### src/rtl/br_issue_queue_pkg.sv
// Shared types for branch-side reservation stations: uop bundle, ROB/PRF widths
// and the ROB-relative age helper used by every age-ordered queue.
package br_issue_queue_pkg;
  localparam int ROB_W  = 4;
  localparam int PHYS_W = 6;

  typedef enum logic [1:0] {
    UOP_ALU, UOP_BRANCH, UOP_JUMP, UOP_MEM
  } uop_class_e;

  typedef enum logic [2:0] {
    BR_BEQ, BR_BNE, BR_BLT, BR_BGE, BR_BLTU, BR_BGEU, BR_JAL, BR_JALR
  } branch_type_e;

  typedef struct packed {
    uop_class_e   uop_class;
    branch_type_e br_type;
    logic         uses_rs1;
    logic         uses_rs2;
    logic [11:0]  imm;
  } uop_bundle_t;

  typedef struct packed {
    uop_bundle_t       bundle;
    logic [1:0]        epoch;
    logic [ROB_W-1:0]  rob_idx;
    logic [PHYS_W-1:0] prd_new;
  } rs_uop_t;

  // Distance from the ROB head; smaller means older. Wraps naturally mod 2^ROB_W.
  function automatic logic [ROB_W-1:0] rob_age(input logic [ROB_W-1:0] idx,
                                               input logic [ROB_W-1:0] head);
    return idx - head;
  endfunction
endpackage

### src/rtl/br_iq_oldest_sel.sv
// Combinational N-way oldest-candidate picker: one-hot grant of the minimum age
// among the candidate mask, plus an any-candidate flag.
module br_iq_oldest_sel #(
  parameter int N  = 4,
  parameter int AW = 4
) (
  input  logic [N-1:0]         i_cand,
  input  logic [N-1:0][AW-1:0] i_age,
  output logic [N-1:0]         o_grant,
  output logic                 o_any
);
  logic [AW-1:0] w_best_age;

  always_comb begin
    o_grant    = '0;
    o_any      = 1'b0;
    w_best_age = '1;
    for (int i = 0; i < N; i++) begin
      if (i_cand[i] && (!o_any || i_age[i] < w_best_age)) begin
        o_grant    = '0;
        o_grant[i] = 1'b1;
        o_any      = 1'b1;
        w_best_age = i_age[i];
      end
    end
  end
endmodule

### src/rtl/br_issue_queue.sv
// Branch/jump reservation station: tracks operand readiness via tag wakeup,
// issues the oldest ready uop to the BRU and drops younger entries on flush.
module br_issue_queue
  import br_issue_queue_pkg::*;
#(
  parameter  int DEPTH      = 4,
  parameter  int WAKE_PORTS = 2,
  localparam int OCC_W      = $clog2(DEPTH + 1)
) (
  input  logic                                 i_clk,
  input  logic                                 i_rst,
  input  logic                                 i_enq_valid,
  output logic                                 o_enq_ready,
  input  rs_uop_t                              i_enq_uop,
  input  logic [PHYS_W-1:0]                    i_enq_prs1,
  input  logic [PHYS_W-1:0]                    i_enq_prs2,
  input  logic                                 i_enq_rdy1,
  input  logic                                 i_enq_rdy2,
  input  logic [WAKE_PORTS-1:0]                i_wk_valid,
  input  logic [WAKE_PORTS-1:0][PHYS_W-1:0]    i_wk_preg,
  output logic                                 o_iss_valid,
  input  logic                                 i_iss_ready,
  output rs_uop_t                              o_iss_uop,
  output logic [PHYS_W-1:0]                    o_iss_prs1,
  output logic [PHYS_W-1:0]                    o_iss_prs2,
  input  logic [ROB_W-1:0]                     i_rob_head,
  input  logic                                 i_flush_valid,
  input  logic [ROB_W-1:0]                     i_flush_rob_idx,
  output logic [OCC_W-1:0]                     o_occupancy
);
  logic [DEPTH-1:0]             r_vld, r_rdy1, r_rdy2;
  rs_uop_t [DEPTH-1:0]          r_uop;
  logic [DEPTH-1:0][PHYS_W-1:0] r_prs1, r_prs2;
  logic [OCC_W-1:0]             r_occ;

  logic [DEPTH-1:0]             w_wk1, w_wk2, w_cand, w_kill, w_grant, w_free_oh, w_vld_nxt;
  logic [DEPTH-1:0][ROB_W-1:0]  w_age;
  logic [ROB_W-1:0]             w_flush_age;
  logic [OCC_W-1:0]             w_occ_nxt;
  logic                         w_enq_wk1, w_enq_wk2, w_any, w_iss_fire, w_enq_fire;

  // Tag match for stored entries and for the uop being written this cycle.
  always_comb begin
    w_wk1     = '0;
    w_wk2     = '0;
    w_enq_wk1 = 1'b0;
    w_enq_wk2 = 1'b0;
    for (int p = 0; p < WAKE_PORTS; p++) begin
      if (i_wk_valid[p]) begin
        for (int i = 0; i < DEPTH; i++) begin
          if (r_vld[i] && r_prs1[i] == i_wk_preg[p]) w_wk1[i] = 1'b1;
          if (r_vld[i] && r_prs2[i] == i_wk_preg[p]) w_wk2[i] = 1'b1;
        end
        if (i_enq_prs1 == i_wk_preg[p]) w_enq_wk1 = 1'b1;
        if (i_enq_prs2 == i_wk_preg[p]) w_enq_wk2 = 1'b1;
      end
    end
  end

  assign w_flush_age = rob_age(i_flush_rob_idx, i_rob_head);

  always_comb begin
    w_age  = '0;
    w_kill = '0;
    for (int i = 0; i < DEPTH; i++) begin
      w_age[i]  = rob_age(r_uop[i].rob_idx, i_rob_head);
      w_kill[i] = r_vld[i] && (w_age[i] > w_flush_age);
    end
  end

  assign w_cand = r_vld & r_rdy1 & r_rdy2;

  br_iq_oldest_sel #(.N(DEPTH), .AW(ROB_W)) u_sel (
    .i_cand  (w_cand),
    .i_age   (w_age),
    .o_grant (w_grant),
    .o_any   (w_any)
  );

  assign o_iss_valid = !i_rst && !i_flush_valid && w_any;
  assign o_enq_ready = !i_rst && !i_flush_valid && (r_occ < OCC_W'(DEPTH));
  assign w_iss_fire  = o_iss_valid && i_iss_ready;
  assign w_enq_fire  = i_enq_valid && o_enq_ready;
  // Lowest clear bit of the valid mask; slot freed by this cycle's issue is not reused.
  assign w_free_oh   = ~r_vld & (r_vld + DEPTH'(1));
  assign o_occupancy = r_occ;

  always_comb begin
    o_iss_uop  = '0;
    o_iss_prs1 = '0;
    o_iss_prs2 = '0;
    for (int i = 0; i < DEPTH; i++) begin
      if (w_grant[i]) begin
        o_iss_uop  = r_uop[i];
        o_iss_prs1 = r_prs1[i];
        o_iss_prs2 = r_prs2[i];
      end
    end
  end

  always_comb begin
    w_vld_nxt = r_vld;
    if (i_flush_valid) begin
      w_vld_nxt = r_vld & ~w_kill;
    end else begin
      if (w_iss_fire) w_vld_nxt = w_vld_nxt & ~w_grant;
      if (w_enq_fire) w_vld_nxt = w_vld_nxt | w_free_oh;
    end
    w_occ_nxt = '0;
    for (int i = 0; i < DEPTH; i++) w_occ_nxt = w_occ_nxt + OCC_W'(w_vld_nxt[i]);
  end

  always_ff @(posedge i_clk) begin
    if (i_rst) begin
      r_vld <= '0;
      r_occ <= '0;
    end else begin
      r_vld  <= w_vld_nxt;
      r_occ  <= w_occ_nxt;
      r_rdy1 <= r_rdy1 | w_wk1;
      r_rdy2 <= r_rdy2 | w_wk2;
      for (int i = 0; i < DEPTH; i++) begin
        if (w_enq_fire && w_free_oh[i]) begin
          r_uop[i]  <= i_enq_uop;
          r_prs1[i] <= i_enq_prs1;
          r_prs2[i] <= i_enq_prs2;
          r_rdy1[i] <= i_enq_rdy1 || !i_enq_uop.bundle.uses_rs1 || w_enq_wk1;
          r_rdy2[i] <= i_enq_rdy2 || !i_enq_uop.bundle.uses_rs2 || w_enq_wk2;
        end
      end
    end
  end

  always_ff @(posedge i_clk) begin
    if (!i_rst && i_enq_valid)
      assert (i_enq_uop.bundle.uop_class inside {UOP_BRANCH, UOP_JUMP});
    for (int i = 0; i < DEPTH; i++)
      for (int j = i + 1; j < DEPTH; j++)
        if (!i_rst && r_vld[i] && r_vld[j])
          assert (r_uop[i].rob_idx != r_uop[j].rob_idx);
  end
endmodule
### config.mk
export PLATFORM = sky130hd
export DESIGN_NAME = br_issue_queue
export DESIGN_NICKNAME = d
export VERILOG_FILES = /design/src/rtl/br_issue_queue_pkg.sv /design/src/rtl/br_iq_oldest_sel.sv /design/src/rtl/br_issue_queue.sv
export SDC_FILE = /design/constraint.sdc
export NUM_CORES = 1
export LEC_CHECK = 0
export ABC_AREA = 1
export BUFFER_PORTS_ARGS = -buffer_cell sky130_fd_sc_hd__buf_2
export CAP_MARGIN = 20
export CORE_AREA = 2 2 112 157
export CTS_BUF_LIST = sky130_fd_sc_hd__clkbuf_16
export CTS_CLUSTER_SIZE = 24
export DETAILED_ROUTE_END_ITERATION = 7
export DIE_AREA = 0 0 114 159
export GPL_TIMING_DRIVEN = 0
export PLACE_DENSITY = 0.95
export SLEW_MARGIN = 5
export SYNTH_ARGS = -nofsm -noshare
export SYNTH_HDL_FRONTEND = slang
export SYNTH_HIERARCHICAL = 1
export SYNTH_SLANG_ARGS = --single-unit
### constraint.sdc
create_clock -name i_clk -period 8.01 [get_ports i_clk]
set_input_delay 0 -clock i_clk [delete_from_list [all_inputs] [get_ports i_clk]]
set_output_delay 0 -clock i_clk [all_outputs]
set_load 0.005 [all_outputs]
==> Word level (Yosys, flattened, before mapping) <==
Cells that the tools add are included.
W data, S select, Z words.
{ "word_totals": {"reg_bits": 187, "input_bits": 72, "output_inout_bits": 48, "wordCells": 206} }
{ "op_classes": {"n_addsub": 9, "order_cmp": 8, "n_eq_ne": 20, "n_mux": 63, "bitwise_logic": 12, "reduce_logical": 50} }
{ "ops": {"columns": ["op", "n"], "rows": [
  ["$mux W31", 4],
  ["$eq A6 B6 Y1", 20],
  ["$mux W4", 14],
  ["$mux W6", 8],
  ["$mux W1", 37],
  ["$logic_and A1 B1 Y1", 32],
  ["$and A4 B4 Y4", 5],
  ["$sub A4 B4 Y4", 5],
  ["$gt A4 B4 Y1", 4],
  ["$lt A4 B4 Y1", 3],
  ["$not A4 Y4", 3],
  ["$or A4 B4 Y4", 3],
  ["$reduce_and A2 Y1", 4],
  ["$logic_not A1 Y1", 7],
  ["$logic_or A1 B1 Y1", 7],
  ["$add A4 B1 Y4 const B", 1],
  ["$add A2 B1 Y3", 1],
  ["$add A3 B1 Y3", 1],
  ["$lt A3 B3 Y1 const B", 1],
  ["$add A1 B1 Y2", 1],
  ["$not A1 Y1", 1]
]} }

==> Depth between registers and ports, before layout <==
{ "depth": {"word_depth": 25, "ltp_mapped": 44} }

==> By module <==
The synthesis kept the hierarchy.
{ "by_module_without_submodules": {"columns": ["module", "n_inst", "cells_each", "area_each_um2", "seq_area_each_um2"], "rows": [
  ["br_issue_queue", 1, 1112, 10080.9, 5545.3],
  ["br_iq_oldest_sel", 1, 87, 471.7, 0.0]
]} }

==> Worst setup path before layout <==
Ideal clock, no wire load.
{ "synth_path": {"kind": "register to register", "startpoint": "reg r_uop[8] in the netlist's numbering", "endpoint": "reg r_occ[1] (netlist: o_occupancy[1])", "t_arrival_ns": 4.984, "path_slack_ns": 2.913, "path_stages_with_launch": 37, "n_path_buf": 1, "cell_sequence": "edfxtp_1 > ha_1 > a21oi_1 > nand2_1 > xor2_1 > nor2_1 > ha_1 > inv_1 > o21bai_1 > inv_1 > nand2_1 > nand2_2 > nand2_4 > inv_1 > o21ai_0 > ha_1 > nand2_1 > nand2_1 > nand2_1 > nand2_1 > nand2_2 > nand2_4 > nand2_1 > o21ai_0 > ha_1 > a21oi_1 > nand2_2 > a21oi_1 > clkbuf_1 > a21boi_0 > o21ai_1 > nand2_1 > fa_1 > ha_1 > ha_1 > inv_1 > nor2_1"} }
{ "synth_lines": {"columns": ["item", "line", "rtl"], "rows": [
  ["from (decl)", "br_issue_queue.sv:32", "rs_uop_t [DEPTH-1:0] r_uop;"],
  ["from (signal, indexed assignment)", "br_issue_queue.sv:124", "r_uop[i] <= i_enq_uop;"],
  ["to (signal assigned)", "br_issue_queue.sv:119", "r_occ <= w_occ_nxt;"],
  ["to (decl)", "br_issue_queue.sv:34", "logic [OCC_W-1:0] r_occ;"]
]} }

==> flow_summary.ini <==
[synth]
synthAdderAreaFrac_pct = 4.458
synth-xor-area-share_pct = 2.490
seq_area_frac_synth_pct = 52.55
syn-cell-area_mm2 = 0.01055
postSynthAreaPerCell_um2 = 8.801
synth_cell_types = 38
ys_warn_count = 6
synth_top_family_by_area = simple AND/OR/NAND/NOR gates
syn_nets = 1305
muxShareOfSynthArea_pct = 0
synth-simple-area-share_pct = 23.44
synth_compound_area_share_pct = 10.28
ys_ff_latch = 187
synth_cells = 1199

[worst_setup_path]
cp_common_cell = nand2_1
r2r_setup_slack_ns = 1.96
setup.worst_path.class = register to output port
r2r_cells = 41
start_kind = register
cp_max_fo = 10
worstPathArrival_ns = 6.43
critPathSlowestCell = o31ai_1
worstPathRequired_ns = 8.01
critPathMaxStageDelay_ns = 0.44
cp-end-kind = output port

[sta]
period_minus_slack_ns = 6.432
drv_slew = 0
relSlewSlack_pct = 50.76
rsz0062_at_grt = no
fin_worst_skew_ns = 0.006688
setup_viol = 0
worst_pin_slew_ns = 0.7386
final.period_utilization_pct = 80.30
setup_tns_ns = 0
fmax_mhz = 155.5
hold_viol = 0

[cells_and_area]
antenna_cells = 0
multi_input_area_mm2 = 0.004292
syn_to_final_growth_pct = 19.43
fin_area_mm2 = 0.01260
fin_util_pct = 75.58
fillers = 1063
seq_area_mm2 = 0.005545
nets = 1487
drive_gt1_share_pct = 14.92

[clock_tree]
htreeDepth = 4
clk_pin_slew_worst_paths_ns = 0.08
cts_buffers = 17
root_buffer = clkbuf_16
cts_buffer_depth = 2
cts_tree = built
post-cts-setup-buffers = 0
clock_latency_ns = 0.44
cts.sinks = 187

[global_routing]
grt_overflow = 0
antenna_found_initial = 0
grt_max_degree = 32
grt_pass1_wl_um = 52540
grt_pass1_vias = 9666
grtUsageTotal_pct = 38.03

[drt]
drt-initial-drc-count = 1319
wl_per_cell_um = 21.39
wl_um = 34170
viasPerCell = 6.245
drtPass1Iterations = 6
vias = 9974
drc = 0
ant_nets = 0

[hold_path]
hold_depth = 3
min_path_type = primary input to register

[floorplan]
die_h_um = 159
row_count = 56
core_region_area_mm2 = 0.01668
die_w_um = 114
dieArea_mm2 = 0.01813
start_util_pct = 63.28
io_pins = 120

[status]
status = finished, final reports clean

[placed_design]
globalplace.congestion = 0.9972
placed_area_mm2 = 0.01154
dp_hpwl_um = 21740
io_buffers = 109

[power_and_ir_drop]
ir_drop_uv = 175.2
p_per_area_mw_per_mm2 = 176.8
p_total_uw = 2228
leakage_uw = 0.005488

[flow_run]
maxCapViolations = 0
==> layer usage <==
metal / global-route usage (%) / share of wire (%)
met5: 0 / 0
met4: 19.57 / 5.8
met3: 7.271 / 11
met2: 64.07 / 49
met1: 46.24 / 34
==> final timing paths <==
kind,start,end
setup / recovery,r_uop[8],o_iss_uop[29]
hold / removal,i_enq_valid,r_uop[68]
setup reg to reg,r_uop[8],o_occupancy[1]
hold reg to reg,r_rdy1[1],r_rdy1[1]
==> report_power, final <==
part	internal (µW)	switching (µW)
registers	1080	8.28
logic	98.6	165
clock network	427	445
total	1610	618
==> sequential cells by signal, indices dropped and copies added, names as in the netlist <==
signal       flops
r_prs1          24
r_rdy1           4
o_occupancy      3
r_uop          124
r_prs2          24
r_rdy2           4
r_vld            4
==> through the flow <==
| step | std cells | setup slack (ns) | hold slack, ns |
|---|---|---|---|
| after global routing | 1597 | 1.269 | 0.05903 |
| after detailed placement | 1520 | 2.123 | 0.2161 |
| after CTS | 1597 | 1.769 | 0.04017 |
| final | 1597 | 1.578 | 0.04852 |
| after global placement | 1511 | 2.265 | 0.2097 |
| after floorplan | 1199 | 2.913 | 0.02717 |
==> critical path: cells and delay by family (launching register included) <==
kind / cells / cell delay [ns]
AO/OA/AOI/OAI: 8 / 1.55
AND/OR/NAND/NOR: 14 / 1.48
adder cells (fa/ha/maj): 4 / 1.20
buffers and inverters: 6 / 0.97
flip-flops: 1 / 0.41
XOR/XNOR: 1 / 0.34
==> area by class of cell <==
class / instances / area share, %
sequential: 187 / 44.00
inverter: 126 / 3.753
clock buffer: 17 / 3.375
clock inverter: 15 / 1.469
tap: 203 / 2.015
buffer: 46 / 1.926
multi-input combinational: 840 / 34.05
timing repair buffer: 163 / 9.411
==> cells in the final DEF (no fill, tap or decap), types with 18 or more instances in the layout <==
master	Yosys	routed
nor3_1	18	18
edfxtp_1	180	180
dlygate4sd3_1	0	45
nand2_1	393	393
nand4_1	18	18
a21oi_1	89	89
clkbuf_1	20	20
o21ai_0	32	32
nor2_1	94	94
buf_2	17	126
inv_1	114	114
nand3_1	39	39
xor2_1	25	25
ha_1	28	28
==> synthesized netlist by cell type, drive strengths merged <==
cell / instances / area, µm²
a21boi: 2 / 15.01
a21oi: 90 / 454.2
a221oi: 15 / 131.4
and2: 1 / 6.260
and3: 4 / 25.02
buf: 26 / 167.7
clkbuf: 20 / 75.07
clkinv: 4 / 15.01
dfxtp: 7 / 140.1
edfxtp: 180 / 5405
fa: 6 / 120.1
ha: 28 / 350.3
inv: 122 / 457.9
nand2: 401 / 1545
nand3: 42 / 225.2
nand4: 18 / 112.6
nor2: 96 / 370.4
nor3: 21 / 138.9
nor3b: 1 / 12.51
o211ai: 12 / 90.09
o21ai: 36 / 180.2
o21bai: 1 / 7.510
o22ai: 15 / 93.84
o31ai: 15 / 112.6
or2: 6 / 37.54
xnor2: 5 / 43.79
xor2: 25 / 219.0
==> cells by family after synthesis <==
logic type,after synthesis
AOI/OAI and AO/OA,186
xor gates and xnor gates,30
adders and majority gates,34
buffers and inverters,172
DFF,187
and+or+nand+nor,590
==> what timing repair did <==
action | in CTS | in global routing
gates resized for setup | 0 | 0
hold buffers | 45 | 0
endpoints found under the hold margin | 179 | 0
Note: power is estimated with default switching activity, not from simulation.
